$ cat src/rtl/draw_scheduler_pkg.sv
// Shared definitions for the draw scheduler: FSM encoding, bus widths and
// the client-count default used by the top and the watchdog.
package draw_scheduler_pkg;

  localparam int NUM_CLIENTS_DEF = 4;
  localparam int COORD_W         = 15;  // {x[7:0], y[6:0]}
  localparam int COLOUR_W        = 9;
  localparam int TIMER_W         = 16;

  typedef enum logic [2:0] {
    ST_IDLE  = 3'd0,
    ST_START = 3'd1,
    ST_WAIT  = 3'd2,
    ST_NEXT  = 3'd3,
    ST_DONE  = 3'd4
  } state_t;

  // Width of a client index; never zero so a single-client build still has a register.
  function automatic int idx_width(input int n);
    return (n > 1) ? $clog2(n) : 1;
  endfunction

endpackage

$ cat src/rtl/draw_watchdog.sv
// WAIT-state timer: counts cycles while enabled and flags when the count
// reaches TIMEOUT_CYCLES-1. Clear has priority over enable.
module draw_watchdog
  import draw_scheduler_pkg::*;
#(
  parameter int TIMEOUT_CYCLES = 20000
) (
  input  logic clk,
  input  logic resetn,
  input  logic clear_i,
  input  logic enable_i,
  output logic expired_o
);

  localparam logic [TIMER_W-1:0] LIMIT = TIMER_W'(TIMEOUT_CYCLES - 1);

  logic [TIMER_W-1:0] count_q, count_d;

  // Next count: clear, increment while enabled, hold at the limit.
  always_comb begin
    // NOTE: default assignment first so no path leaves count_d unassigned (no latch).
    count_d = count_q;
    if (clear_i) begin
      count_d = '0;
    end else if (enable_i && (count_q != LIMIT)) begin
      count_d = count_q + 1'b1;
    end
  end

  // Count register.
  always_ff @(posedge clk or negedge resetn) begin
    if (!resetn) begin
      count_q <= '0;
    end else begin
      // NOTE: non-blocking assignment so every register samples pre-edge values.
      count_q <= count_d;
    end
  end

  assign expired_o = (count_q == LIMIT);

endmodule

$ cat src/rtl/draw_scheduler.sv
// Frame draw scheduler: on frame_tick, visits clients 0..NUM_CLIENTS-1 in
// order, starts each enabled client, waits for its done (bounded by a
// watchdog) and muxes the selected client's VGA write port to the adapter.
module draw_scheduler
  import draw_scheduler_pkg::*;
#(
  parameter int NUM_CLIENTS    = NUM_CLIENTS_DEF,
  parameter int TIMEOUT_CYCLES = 20000
) (
  input  logic                            clk,
  input  logic                            resetn,
  input  logic                            frame_tick,
  input  logic [NUM_CLIENTS-1:0]          client_en,
  input  logic [NUM_CLIENTS-1:0]          client_done,
  input  logic [NUM_CLIENTS-1:0]          client_we,
  input  logic [COORD_W*NUM_CLIENTS-1:0]  client_coords,
  input  logic [COLOUR_W*NUM_CLIENTS-1:0] client_colour,
  output logic [NUM_CLIENTS-1:0]          enable_draw,
  output logic                            vga_WriteEn,
  output logic [COORD_W-1:0]              vga_coords,
  output logic [COLOUR_W-1:0]             vga_colour,
  output logic                            frame_done,
  output logic                            overrun,
  output logic                            timeout_err
);

  localparam int              IDX_W    = idx_width(NUM_CLIENTS);
  localparam logic [IDX_W-1:0] LAST_IDX = IDX_W'(NUM_CLIENTS - 1);

  state_t             state_q;
  logic [IDX_W-1:0]   idx_q;
  logic               overrun_q;
  logic               timeout_q;

  logic                   sel_en;
  logic                   sel_done;
  logic                   sel_we;
  logic [COORD_W-1:0]     sel_coords;
  logic [COLOUR_W-1:0]    sel_colour;
  logic [NUM_CLIENTS-1:0] sel_onehot;
  logic                   wd_expired;
  logic                   active;

  // Select the current client's signals; non-selected clients are invisible.
  always_comb begin
    sel_en     = 1'b0;
    sel_done   = 1'b0;
    sel_we     = 1'b0;
    sel_coords = '0;
    sel_colour = '0;
    sel_onehot = '0;
    for (int i = 0; i < NUM_CLIENTS; i++) begin
      if (idx_q == IDX_W'(i)) begin
        sel_en        = client_en[i];
        sel_done      = client_done[i];
        sel_we        = client_we[i];
        sel_coords    = client_coords[i*COORD_W +: COORD_W];
        sel_colour    = client_colour[i*COLOUR_W +: COLOUR_W];
        sel_onehot[i] = 1'b1;
      end
    end
  end

  draw_watchdog #(
    .TIMEOUT_CYCLES (TIMEOUT_CYCLES)
  ) u_watchdog (
    .clk       (clk),
    .resetn    (resetn),
    .clear_i   (state_q == ST_START),
    .enable_i  (state_q == ST_WAIT),
    .expired_o (wd_expired)
  );

  // Pass sequencing plus the sticky overrun / timeout flags.
  always_ff @(posedge clk or negedge resetn) begin
    if (!resetn) begin
      // NOTE: reset drops the pass outright; all control state returns to idle.
      state_q   <= ST_IDLE;
      idx_q     <= '0;
      overrun_q <= 1'b0;
      timeout_q <= 1'b0;
    end else begin
      if (frame_tick && (state_q != ST_IDLE)) begin
        overrun_q <= 1'b1;
      end
      case (state_q)
        ST_IDLE: begin
          if (frame_tick) begin
            idx_q   <= '0;
            state_q <= ST_START;
          end
        end
        ST_START: begin
          if (!sel_en || sel_done) begin
            state_q <= ST_NEXT;
          end else begin
            state_q <= ST_WAIT;
          end
        end
        ST_WAIT: begin
          if (sel_done) begin
            state_q <= ST_NEXT;
          end else if (wd_expired) begin
            timeout_q <= 1'b1;
            state_q   <= ST_NEXT;
          end
        end
        ST_NEXT: begin
          if (idx_q == LAST_IDX) begin
            state_q <= ST_DONE;
          end else begin
            idx_q   <= idx_q + 1'b1;
            state_q <= ST_START;
          end
        end
        ST_DONE: state_q <= ST_IDLE;
        default: state_q <= ST_IDLE;
      endcase
    end
  end

  // Output decode from registered state; the VGA mux follows the client with no latency.
  assign active      = (state_q == ST_START) || (state_q == ST_WAIT);
  assign enable_draw = ((state_q == ST_START) && sel_en) ? sel_onehot : '0;
  assign vga_WriteEn = active && sel_we;
  assign vga_coords  = vga_WriteEn ? sel_coords : '0;
  assign vga_colour  = vga_WriteEn ? sel_colour : '0;
  assign frame_done  = (state_q == ST_DONE);
  assign overrun     = overrun_q;
  assign timeout_err = timeout_q;

endmodule

$ cat config.mk
export PLATFORM = sky130hd
export DESIGN_NAME = draw_scheduler
export DESIGN_NICKNAME = d
export VERILOG_FILES = /design/src/rtl/draw_scheduler_pkg.sv /design/src/rtl/draw_watchdog.sv /design/src/rtl/draw_scheduler.sv
export SDC_FILE = /design/constraint.sdc
export NUM_CORES = 1
export LEC_CHECK = 0
export CORE_MARGIN = 4
export CORE_UTILIZATION = 39
export DETAILED_ROUTE_END_ITERATION = 10
export PLACE_DENSITY = 0.95
export REMOVE_ABC_BUFFERS = 1
export SLEW_MARGIN = 20
export SYNTH_ARGS = -nofsm -noshare
export SYNTH_HDL_FRONTEND = slang
export SYNTH_SLANG_ARGS = --single-unit
$ cat constraint.sdc
create_clock -name clk -period 3.8 [get_ports clk]
set_input_delay 0.76 -clock clk [delete_from_list [all_inputs] [get_ports clk]]
set_output_delay 0.76 -clock clk [all_outputs]
set_load 0.02 [all_outputs]
**Word level (Yosys, flattened, before mapping)**

Index checks and enable logic that the tools add are counted.

- Memories kept: 0
- Memory bits (writable): 0
- Flip-flop bits (word level): 23
- Bits in read-only memories: 0
- Logic and storage cells: 73
- Latch bits: 0
- Bits of input ports: 111

- Shift-type cells: 0
- Order comparisons: 0
- Reductions and logical operators: 15
- Muxes and demuxes: 38
- Div/mod/pow operators: 0
- Bitwise gates (word level): 1
- $add $sub $neg: 2
- Equal/unequal tests: 12
- Multiply operators: 0

Operator list:

| operator | number |
|---|---|
| 15-bit 2-to-1 mux | 5 |
| 9-bit 2-to-1 mux | 5 |
| 16-bit 2-to-1 mux | 2 |
| 1-bit 2-to-1 mux | 17 |
| 16-bit by 1-bit adder with 16-bit output, second input constant | 1 |
| 16-bit by 15-bit equality test with 1-bit output, second input constant | 1 |
| 16-bit by 15-bit != test with 1-bit output, second input constant | 1 |
| 3-bit 2-to-1 mux | 4 |
| 3-bit case mux with 4 select lines | 1 |
| 3-bit by 2-bit equality test with 1-bit output, second input constant | 2 |
| 3-bit AND reduction | 2 |
| 2-bit equality test, second input constant | 2 |
| 1-bit logical AND | 4 |
| 2-bit 2-to-1 mux | 2 |
| 4-bit 2-to-1 mux | 1 |
| 2-bit != test, second input constant | 2 |
| 2-bit case mux with 2 select lines | 1 |
| 2-bit nonzero test | 2 |
| 3-bit by 1-bit equality test with 1-bit output, second input constant | 1 |
| 3-bit equality test, second input constant | 1 |
| 3-bit logical NOT | 1 |
| 3-bit != test, second input constant | 1 |
| 3-bit nonzero test | 1 |
| 2-bit by 1-bit adder with 2-bit output, second input constant | 1 |
| other kinds (6) | 7 |

**Logic depth before layout (Yosys ltp)**

Gate-level depths: netlist of the first run.

- Depth in word-level cells: 9
- Depth in mapped cells: 9

**Cells and area by module**

A second synthesis of the first run with hierarchy kept.

- Cell total of the unflattened synthesis: 290
- Area, all modules: 2362.3 um^2

By module, submodules not included:

| module | area each (um^2) | seq. area each (um^2) | times used | cells each |
|---|---|---|---|---|
| draw_scheduler | 1483.9 | 175.2 | 1 | 200 |
| draw_watchdog | 878.3 | 400.4 | 1 | 90 |

**Worst setup path before layout of the first run**

OpenSTA, ideal clock, no wires.

- Kind: register -> output
- Start: reg idx_q[0]
- End: out vga_colour[0]
- Setup slack: 1190 ps
- Stages on the path, launching flop included: 9
- Buffers on the path: 2
- Data arrival time: 1850 ps
- Cell sequence: dfrtp_1 > inv_1 > ha_1 > clkbuf_1 > a21oi_1 > a221oi_1 > o21ai_1 > buf_2 > nor2_1

- Cells in the longest elaborated chain, start to end: 7

RTL lines:

| item | line | source |
|---|---|---|
| start: declaration | draw_scheduler.sv:31 | `logic [IDX_W-1:0] idx_q;` |
| start signal: assignment | draw_scheduler.sv:112 | `idx_q <= idx_q + 1'b1;` |
| 2-bit logical NOT | draw_scheduler.sv:53 | `if (idx_q == IDX_W'(i)) begin` |
| 1-bit 2-to-1 mux (4 in series) | draw_scheduler.sv:53 |  |
| 1-bit logical AND | draw_scheduler.sv:125 | `assign vga_WriteEn = active && sel_we;` |
| 9-bit 2-to-1 mux (*) | draw_scheduler.sv:127 | `assign vga_colour = vga_WriteEn ? sel_colour : '0;` |
| end: declaration | draw_scheduler.sv:21 | `output logic [COLOUR_W-1:0] vga_colour,` |

Mark *: on every way between the ends. The rest lies on a longest branch, timed or not.

**Final worst setup path of the first run**

- Start: in client_we[1]
- End: out vga_colour[3]

- Cells in the longest elaborated chain, start to end: 5

RTL lines:

| item | line | source |
|---|---|---|
| start: declaration | draw_scheduler.sv:15 | `input logic [NUM_CLIENTS-1:0] client_we,` |
| 1-bit 2-to-1 mux (3 in series) | draw_scheduler.sv:53 |  |
| 1-bit logical AND | draw_scheduler.sv:125 |  |
| 9-bit 2-to-1 mux | draw_scheduler.sv:127 |  |

No other way between the ends.

==> summary.md, run 1 <==
| Metric | Value |
|---|---|
| Fmax | 274 MHz |
| Ys Warns | 0 |
| Layout cells sized above 1 | 4.62% |
| Crit path DAT | roughly 2.9 ns |
| WS Path Type | in2out |
| Full die area | 6730 um2 |
| First-pass GRT wire length | ~13000 um |
| Count of input and output buffers | 142 |
| Busiest grt layer | met2 |
| Hold_buf cts | 0 |
| Leak Pwr | 1.41 nW |
| Design Power | about 2.2 mW |
| DR WL/cell | 17.0 um |
| Cells after Synth | around 280 |
| Largest net degree at the start of global routing | 54 |
| Total negative slack | 0 ns |
| Final core occ | 69.8% |
| GR Util met2 | 44.0% |
| # H-tree levels | 1 |
| Outcome | finished clean |
| Max Cap Viol | 0 |
| Die Ht | around 82 um |
| Max Slew Vio Count | 0 |
| Slew margin rel. | 54.9% |
| Hold Path Class | in2async |
| Longest Clk Path Bufs | 2 |
| Row count | 26 |
| Largest fanout on the critical path | 25 |
| FILL cells | ~410 |
| Worst vdd ir | between 0.0004 and 0.0005 V |
| Critical Path, Cell by Cell | clkdlybuf4s50_1 > a21oi_1 > a221oi_1 > o21ai_4 > nor2_1 > clkdlybuf4s50_1 |
| Clk pin slew, worst setup/hold paths | 0.09 ns |
| Slowest CP cell | clkdlybuf4s50_1 |
| Async S/R FF share, synth | 100% |
| Period minus WS final | 3.65 ns |
| Crit path required time | roughly 3.0 ns |
| Die Wd | roughly 82 um |
| Dpl cell area | 3580 um2 |
| Detailed placement HPWL | around 6600 um |
| Number of CTS-inserted buffers | 3 |
| Final wirelength | 8190 um |
| Mean Syn Cell Area | 7.52 um2 |
| CTS tree | done |
| Area growth syn-to-layout | 69.9% |
| Post-route DRC | 0 |
| Synthesized cell area | 2140 um2 |
| Final period utilization | between 90 and 100% |
| Pin slew with the least headroom to its limit | 0.673 ns |
| Most used cell along the critical path | clkdlybuf4s50_1 |
| Ys flop type | dfrtp_1 |
| RSZ-0062 raised after global routing | false |
| Vias post-DR | 2717 |
| Unique cell type count in the Yosys netlist | 46 |
| Total Routing Usage GR | 23.5% |
| Root Driver | clkbuf_8 |
| P per Cell Area | around 600 nW/um2 |
| Sequential share of the synthesized area | 26.9% |
| Clk Latency, worst-skew pair | 0.28 ns |
| Final ANT Viol Nets | 0 |
| CP endpoint kind | output pin |
| Overflow after GRT | 0 |
| GPL Wtd Cong | 0.929 |
| Fin nets | 528 |
| Clk sinks | 23 |
| Final setup fails | 0 |
| Final instance area | ~3600 um2 |
| Initial antenna violation count | 0 |
| Grt met1 use | 24.4% |
| Hold Vio Cnt, Final | 0 |
| Slowest stage delay, CP | roughly 0.67 ns |
| Max Clock Skew | 0.00981 ns |
| Vias in the first global route | 2714 |
| Post-synth EDFFs | 0 |
| Iter 0 DRT Violations | 180 |
| Post-synthesis register bit count | 23 |
| Vias per std cell | ~5.6 |
| Initial Util | 41.1% |
| GR Layer Usage met3 | 8.00% |
| DRT Pass-1 Iters | 6 |
| Area of the core | 5200 um2 |
| Number of top-level pins | 143 |
| ANT cells | 0 |
| Crit path launch type | input port |
## what timing repair did
item                       CTS  global route
buffers inserted             0             0
setup endpoints to repair    0            24
resized for setup            0             1
## flip-flops by register name (all words and copies together) (netlist names)
| register | cells |
|---|---|
| idx_q | 2 |
| state_q | 3 |
| u_watchdog.count_q | 16 |
| timeout_err | 1 |
| overrun | 1 |
## cell type report
| class | count | area [um2] | area share [%] |
|---|---|---|---|
| clock inverter | 1 | 7.51 | 0.207 |
| timing repair buffer | 146 | 1450 | 39.8 |
| clock buffer | 3 | 41.3 | 1.14 |
| multi-input combinational | 231 | 1450 | 39.8 |
| inverter | 7 | 26.3 | 0.724 |
| tap | 70 | 87.6 | 2.41 |
| sequential | 23 | 576 | 15.9 |
## path summary, 6_finish.rpt
| check | cells past startpoint | slack, ns | from | to |
|---|---|---|---|---|
| setup / recovery | 6 | 0.15 | client_we[1] | vga_colour[3] |
| hold / removal | 1 | 0.44 | resetn | u_watchdog.count_q[15] |
| setup reg to reg | 8 | 1.84 | idx_q[0] | timeout_err |
| hold reg to reg | 1 | 0.49 | overrun | overrun |
| max in group asynchronous | 1 | 3.01 | resetn | state_q[1] |
| min in group clk | 1 | 0.49 | overrun | overrun |
## kinds of logic (layout without fill, tap and decap cells)
logic type,after synthesis,in the layout,share of synthesized area (%)
buf+inv,30,157,6.15
fa+ha+maj,5,5,2.93
flops,23,23,26.9
simple gates,142,142,35.8
compound gates,71,71,22.8
mux,2,2,0.937
xor+xnor,11,11,4.51
## worst max-delay path, delay by kind of cell
family	cells	cell delay, ns
simple gates	1	0.17
compound gates	3	0.82
buf+inv	2	1.14
## cells in the mapped netlist, types with 2 or more instances
cell,n,area [um2]
a21oi_1,28,140
a221oi_1,26,228
and2_1,3,18.8
and3_1,3,18.8
buf_2,6,30.0
clkbuf_1,14,52.6
dfrtp_1,23,576
ha_1,5,62.6
inv_1,6,22.5
mux2i_1,2,20.0
nand2_1,8,30.0
nand3_1,11,55.1
nand3b_1,2,15.0
nand4_1,6,37.5
nor2_1,41,154
nor2b_1,27,169
nor3_1,27,135
nor4_1,2,12.5
o211ai_1,2,15.0
o21ai_0,3,15.0
o21ai_1,3,15.0
o31ai_1,3,22.5
xnor2_1,2,17.5
xor2_1,9,78.8
## where the power goes
group	leakage, nW	switching, mW	internal [mW]
combinational	1.08	0.947	0.748
clock	0.0217	0.0852	0.0744
sequential	0.306	0.0564	0.277
## layout by cell type, fill, tap and decap left out, drive strengths merged, types with 7 or more instances in the layout
master	Yosys	final
dfrtp	23	23
xor2	9	9
nor2b	28	28
inv	7	7
clkdlybuf4s50	0	141
a21oi	28	28
a221oi	26	26
nor2	41	41
nand3	11	11
nor3	27	27
nand2	8	8
## stage by stage
step,hold slack (ns),std cells,setup WS (ns)
after floorplan,0.464,261,0.212
after global routing,0.479,481,0.0696
final,0.439,481,0.152
after CTS,0.492,481,0.0896
after detailed placement,0.467,477,0.0926
after global placement,0.457,477,0.185
## metal layers
layer	share of wire, %	wire [um]	vias up
li1	-	-	1294
met1	34	2820	1303
met2	54	4450	105
met3	8.9	731	15
met4	2.2	179	0
met5	0	0	-
Note: power is estimated with default switching activity, not from simulation.
==> inputs of run 2 (changes only) <==
Settings changed: CELL_PAD_IN_SITES_DETAIL_PLACEMENT set to 0, CELL_PAD_IN_SITES_GLOBAL_PLACEMENT set to 1, CORE_UTILIZATION 39 to 26, HOLD_SLACK_MARGIN set to 0.12.
==> run 2 against run 1 <==
Global-route usage is 8.5 points lower. Sequential share of layout area fell by 0.25 points. Final cell count is 6.9% higher. Design area up 1.6%. Total power down 0.31%. Non-clock buffer count rose by 1. Critical path depth is the same. Critical path type unchanged.
==> summary.md, run 2 (same netlist as run 1, synthesis figures left out) <==
| Metric | Value |
|---|---|
| Max Cap Viol | 0 |
| DR WL/cell | ~15 um |
| Crit path DAT | 2.81 ns |
| Clk sinks | 23 |
| Total negative slack | 0 ns |
| Critical Path, Cell by Cell | clkdlybuf4s50_1 > a21oi_1 > a221oi_1 > o21ai_4 > nor2_1 > clkdlybuf4s50_1 |
| Layout cells sized above 1 | 4.85% |
| Largest net degree at the start of global routing | 50 |
| Number of CTS-inserted buffers | 3 |
| R2R Path Start | idx_q[1] |
| Fmax | 280 MHz |
| Final wirelength | about 7600 um |
| Worst flop-to-flop path endpoint | timeout_err |
| Row count | 32 |
| Overflow after GRT | 0 |
| Post-route DRC | 0 |
| Post-cts resize count | 0 |
| Most used cell along the critical path | clkdlybuf4s50_1 |
| WS Path Type | in2out |
| Leak Pwr | 1.42 nW |
| Count of input and output buffers | 142 |
| Period minus WS final | 3.57 ns |
| Root Driver | clkbuf_8 |
| Final ANT Viol Nets | 0 |
| CP Launch Point | client_we[1] |
| CP endpoint kind | output pin |
| Max Clock Skew | 0.00791 ns |
| Crit path launch type | input port |
| R2R depth | 7 |
| Outcome | finished clean |
| Clk pin slew, worst setup/hold paths | 0.09 ns |
| Vias in the first global route | 2651 |
| Worst vdd ir | 0.000335 V |
| Area growth syn-to-layout | 72.6% |
| First-pass GRT wire length | 12200 um |
| Hold Path Class | in2async |
| ANT cells | 0 |
| # H-tree levels | 1 |
| Crit path required time | 3.04 ns |
| Initial Util | around 27% |
| P per Cell Area | 592 nW/um2 |
| GPL Wtd Cong | 0.787 |
| R2R Setup Slk | 1.77 ns |
| CTS tree | done |
| Max Slew Vio Count | 0 |
| Slowest CP cell | clkdlybuf4s50_1 |
| Total Routing Usage GR | 15.0% |
| Biggest regs | u_watchdog.count_q (16), state_q (3), idx_q (2) |
| Die Wd | 98.7 um |
| Final period utilization | 94.0% |
| Postcts setup bufs | 0 |
| Pin slew with the least headroom to its limit | 0.664 ns |
| Largest fanout on the critical path | 25 |
| Vias per std cell | 5.05 |
| Slowest stage delay, CP | 0.65 ns |
| Iter 0 DRT Violations | 77 |
| Final setup fails | 0 |
| Largest reg by FF count | u_watchdog.count_q |
| Area of the core | 7850 um2 |
| RSZ-0062 raised after global routing | false |
| Hold_buf cts | 0 |
| Hold Vio Cnt, Final | 0 |
| CP Capture Point | vga_coords[11] |
| Fin nets | 529 |
| Final core occ | ~47% |
| FILL cells | 791 |
| Max reg flops | 16 |
| Commonest non-fill, non-tap cells in the layout | clkdlybuf4s50_1 (141), nor2_1 (41), a21oi_1 (28) |
| Number of top-level pins | 143 |
| DRT Pass-1 Iters | 6 |
| Slew margin rel. | 55.6% |
| Full die area | 9730 um2 |
| Detailed placement HPWL | about 6200 um |
| Longest Clk Path Bufs | 2 |
| Vias post-DR | 2595 |
| Most common library cell in the layout ignoring fill and taps | clkdlybuf4s50_1 |
| Clk Latency, worst-skew pair | between 0.2 and 0.3 ns |
| Die Ht | 98.7 um |
| Initial antenna violation count | 0 |
## run 2: cell count changes in the layout (fill, tap and decap cells not counted), sizes merged
cell / change
buf: +1
clkinv: +1
clkinvlp: -1
## run 2: worst max-delay path: cells and delay by family
| family | cells | cell delay (ns) |
|---|---|---|
| AO/OA/AOI/OAI | 3 | 0.77 |
| buffers and inverters | 2 | 1.10 |
| AND/OR/NAND/NOR | 1 | 0.17 |
## run 2: final cells by class
| cell class | count | area [um2] | area share, % |
|---|---|---|---|
| timing repair buffer | 147 | 1470 | 39.8 |
| multi-input combinational | 231 | 1450 | 39.2 |
| sequential | 23 | 576 | 15.6 |
| tap | 102 | 128 | 3.46 |
| clock buffer | 3 | 41.3 | 1.12 |
| inverter | 7 | 26.3 | 0.712 |
| clock inverter | 1 | 5.00 | 0.136 |
## run 2: power by group
group	switching, mW	leakage, nW	internal, mW
clock	0.0802	0.0255	0.0733
combinational	0.925	1.09	0.770
sequential	0.0556	0.306	0.277
## run 2: metrics by stage
step | cells | area (um2) | power (mW) | setup slack [ns] | hold WS (ns)
6_report | 514 | 3690 | 2.18 | 0.226 | 0.451
5_1_grt | 514 | 3690 | 2.38 | 0.0170 | 0.487
4_1_cts | 514 | 3690 | 2.19 | 0.0705 | 0.485
3_5_place_dp | 510 | 3640 | 2.04 | 0.0735 | 0.461
3_3_place_gp | 510 | 3640 | 2.01 | 0.145 | 0.464
2_1_floorplan | 261 | 2030 | 1.36 | 0.212 | 0.464
## run 2: worst min-delay path by stage
stage / from / to
floorplan: resetn / idx_q[0]
global placement: timeout_err / timeout_err
detailed placement: overrun / overrun
CTS: overrun / overrun
global route: resetn / u_watchdog.count_q[4]
finish: resetn / u_watchdog.count_q[4]
## run 2: per-layer routing
layer  vias to the layer above  GRT usage, %  routed length [um]
met5                         -             0                   0
met2                        87          28.8                4180
li1                       1295             -                   -
met1                      1206          16.2                2800
met4                         0          2.84                  68
met3                         7          4.46                 603
==> inputs of run 3 (changes only) <==
==> constraint.sdc (replaced) <==
create_clock -name clk -period 3.8 [get_ports clk]
set_input_delay 0.76 -clock clk [delete_from_list [all_inputs] [get_ports clk]]
set_output_delay 0.76 -clock clk [all_outputs]
set_load 0.05 [all_outputs]
==> run 3 against run 2 <==
Core utilization is 2.8 points higher. Flip-flop and latch count stayed put. Global-route usage is 0.68 points higher. Sequential power hardly changed. Via count is 1.1% higher. Critical path type is now reg2out. Largest cell class unchanged. Highest routed layer unchanged.
==> summary.md, run 3 (same netlist as run 1, synthesis figures left out) <==
| Metric | Value |
|---|---|
| Max Clock Skew | 0.00120 ns |
| R2R Setup Slk | 1.79 ns |
| Final setup fails | 0 |
| Count of input and output buffers | 142 |
| FILL cells | around 770 |
| Fin nets | 529 |
| Final ANT Viol Nets | 0 |
| Max reg flops | 16 |
| R2R Path Start | idx_q[0] |
| Clk sinks | 23 |
| ANT cells | 0 |
| Crit path DAT | 2.74 ns |
| Slowest CP cell | o21ai_2 |
| Area of the core | between 7000 and 8000 um2 |
| Post-cts resize count | 0 |
| Sw Pwr | roughly 1.4 mW |
| CP Launch Point | idx_q[0] |
| Total negative slack | 0 ns |
| Cell Int Power | 1.34 mW |
| Final instance area | 3910 um2 |
| CP Capture Point | vga_coords[3] |
| Critical Path, Cell by Cell | ha_2 > a221oi_1 > o21ai_2 > nor2_1 > buf_12 |
| Longest Clk Path Bufs | 2 |
| Hold_buf cts | 0 |
| Pin slew with the least headroom to its limit | 1.05 ns |
| WS Path Type | reg2out |
| Final wirelength | 7930 um |
| DRT Pass-1 Iters | 4 |
| Full die area | 9730 um2 |
| R2R depth | 8 |
| Layout cells sized above 1 | a little under an eighth |
| Hold Path Class | in2async |
| Grt met1 use | 15.6% |
| Fmax | 285 MHz |
| Setup WS pre-CTS | 0.317 ns |
| Vias post-DR | ~2600 |
| Die Wd | 98.7 um |
| Die Ht | 98.7 um |
| Slowest stage delay, CP | 0.86 ns |
| P per Cell Area | just over 700 nW/um2 |
| Iter 0 DRT Violations | 47 |
| Most common library cell in the layout ignoring fill and taps | clkdlybuf4s50_1 |
| CTS tree | done |
| CP endpoint kind | output pin |
| Row count | 32 |
| Largest fanout on the critical path | 33 |
| Vias per std cell | around 5 |
| Largest net degree at the start of global routing | 50 |
| Biggest regs | u_watchdog.count_q (16), state_q (3), idx_q (2) |
| GR Util met2 | between 30% and 40% |
| Outcome | finished clean |
| Logic pwr share | 82.5% |
| Period minus WS final | approximately 3.5 ns |
| DR WL/cell | 15.4 um |
| Design Power | 2.77 mW |
| GPL Wtd Cong | 0.789 |
| Final core occ | 49.8% |
| Crit path required time | 3.04 ns |
| Leak Pwr | 1.54 nW |
| Sequential power share | 12.0% |
| Sw Ratio | 51.5% |
| Final period utilization | 92.2% |
| Commonest non-fill, non-tap cells in the layout | clkdlybuf4s50_1 (113), nor2_1 (41), a21oi_1 (28) |
| GR Layer Usage met3 | 5.24% |
| # H-tree levels | 1 |
| Worst vdd ir | 0.000441 V |
| Root Driver | clkbuf_8 |
| Crit path launch type | flop |
| Overflow after GRT | 0 |
| Dpl cell area | 3870 um2 |
| Slew margin rel. | 30.3% |
| Clk pin slew, worst setup/hold paths | 0.08 ns |
| First-pass GRT wire length | 12700 um |
| Worst flop-to-flop path endpoint | state_q[0] |
| Number of top-level pins | 143 |
| Max Slew Vio Count | 0 |
| Vias in the first global route | 2707 |
| Postcts setup bufs | 0 |
| Number of CTS-inserted buffers | 3 |
| Busiest grt layer | met2 |
| Worst setup margin | a little under 0.3 ns |
| Area growth syn-to-layout | 83.0% |
| Initial Util | 27.2% |
| Clk Latency, worst-skew pair | 0.26 ns |
| Max Cap Viol | 0 |
| Detailed placement HPWL | between 6000 and 7000 um |
| Initial antenna violation count | 0 |
| Largest reg by FF count | u_watchdog.count_q |
| RSZ-0062 raised after global routing | false |
| Post-route DRC | 0 |
| Total Routing Usage GR | 15.7% |
| Clk pwr share | under 10% |
| Hold Vio Cnt, Final | 0 |
## run 3: cell types whose count changed in the layout (fill, tap and decap cells not counted), sizes merged
cell | previous run | this run
clkbuf | 3 | 4
clkinv | 1 | 0
clkdlybuf4s50 | 141 | 113
buf | 6 | 34
## run 3: worst min-delay path by stage
stage / startpoint / to / slack [ns] / depth (start not counted)
4_1_cts: overrun / overrun / 0.49 / 1
2_1_floorplan: resetn / idx_q[0] / 0.46 / 0
6_report: resetn / u_watchdog.count_q[12] / 0.46 / 1
5_1_grt: resetn / u_watchdog.count_q[12] / 0.50 / 1
3_3_place_gp: overrun / overrun / 0.46 / 1
3_5_place_dp: overrun / overrun / 0.47 / 1
## run 3: metrics by stage
step | hold slack (ns) | std cells
2_1_floorplan | 0.464 | 261
3_3_place_gp | 0.463 | 510
3_5_place_dp | 0.469 | 510
4_1_cts | 0.494 | 514
5_1_grt | 0.498 | 514
6_report | 0.464 | 514
## run 3: power groups by stage
stage	Clock [mW]	Sequential, mW	Combinational, mW
after global routing	0.171	0.340	2.47
final	0.151	0.333	2.29
after detailed placement	0	0.338	2.31
after floorplan	0	0.325	1.33
after global placement	0	0.334	2.28
after CTS	0.156	0.333	2.32
## run 3: area by class of cell
| class | instances | area, um2 | share of cell area, % |
|---|---|---|---|
| clock buffer | 4 | 45.0 | 1.15 |
| multi-input combinational | 231 | 1440 | 36.8 |
| tap | 102 | 128 | 3.26 |
| timing repair buffer | 147 | 1700 | 43.4 |
| inverter | 7 | 26.3 | 0.672 |
| sequential | 23 | 576 | 14.7 |
## run 3: worst max-delay path: cells and delay by family (launching register included)
kind	cells	cell delay, ns
flops	1	0.43
simple gates	1	0.22
buf+inv	1	0.22
fa+ha+maj	1	0.60
compound gates	2	1.00
## run 3: layer usage
layer | share of wire [%] | vias to the layer above
li1 | - | 1293
met2 | 55 | 98
met3 | 9.1 | 13
met1 | 34 | 1220
met4 | 1.6 | 0
met5 | 0 | -
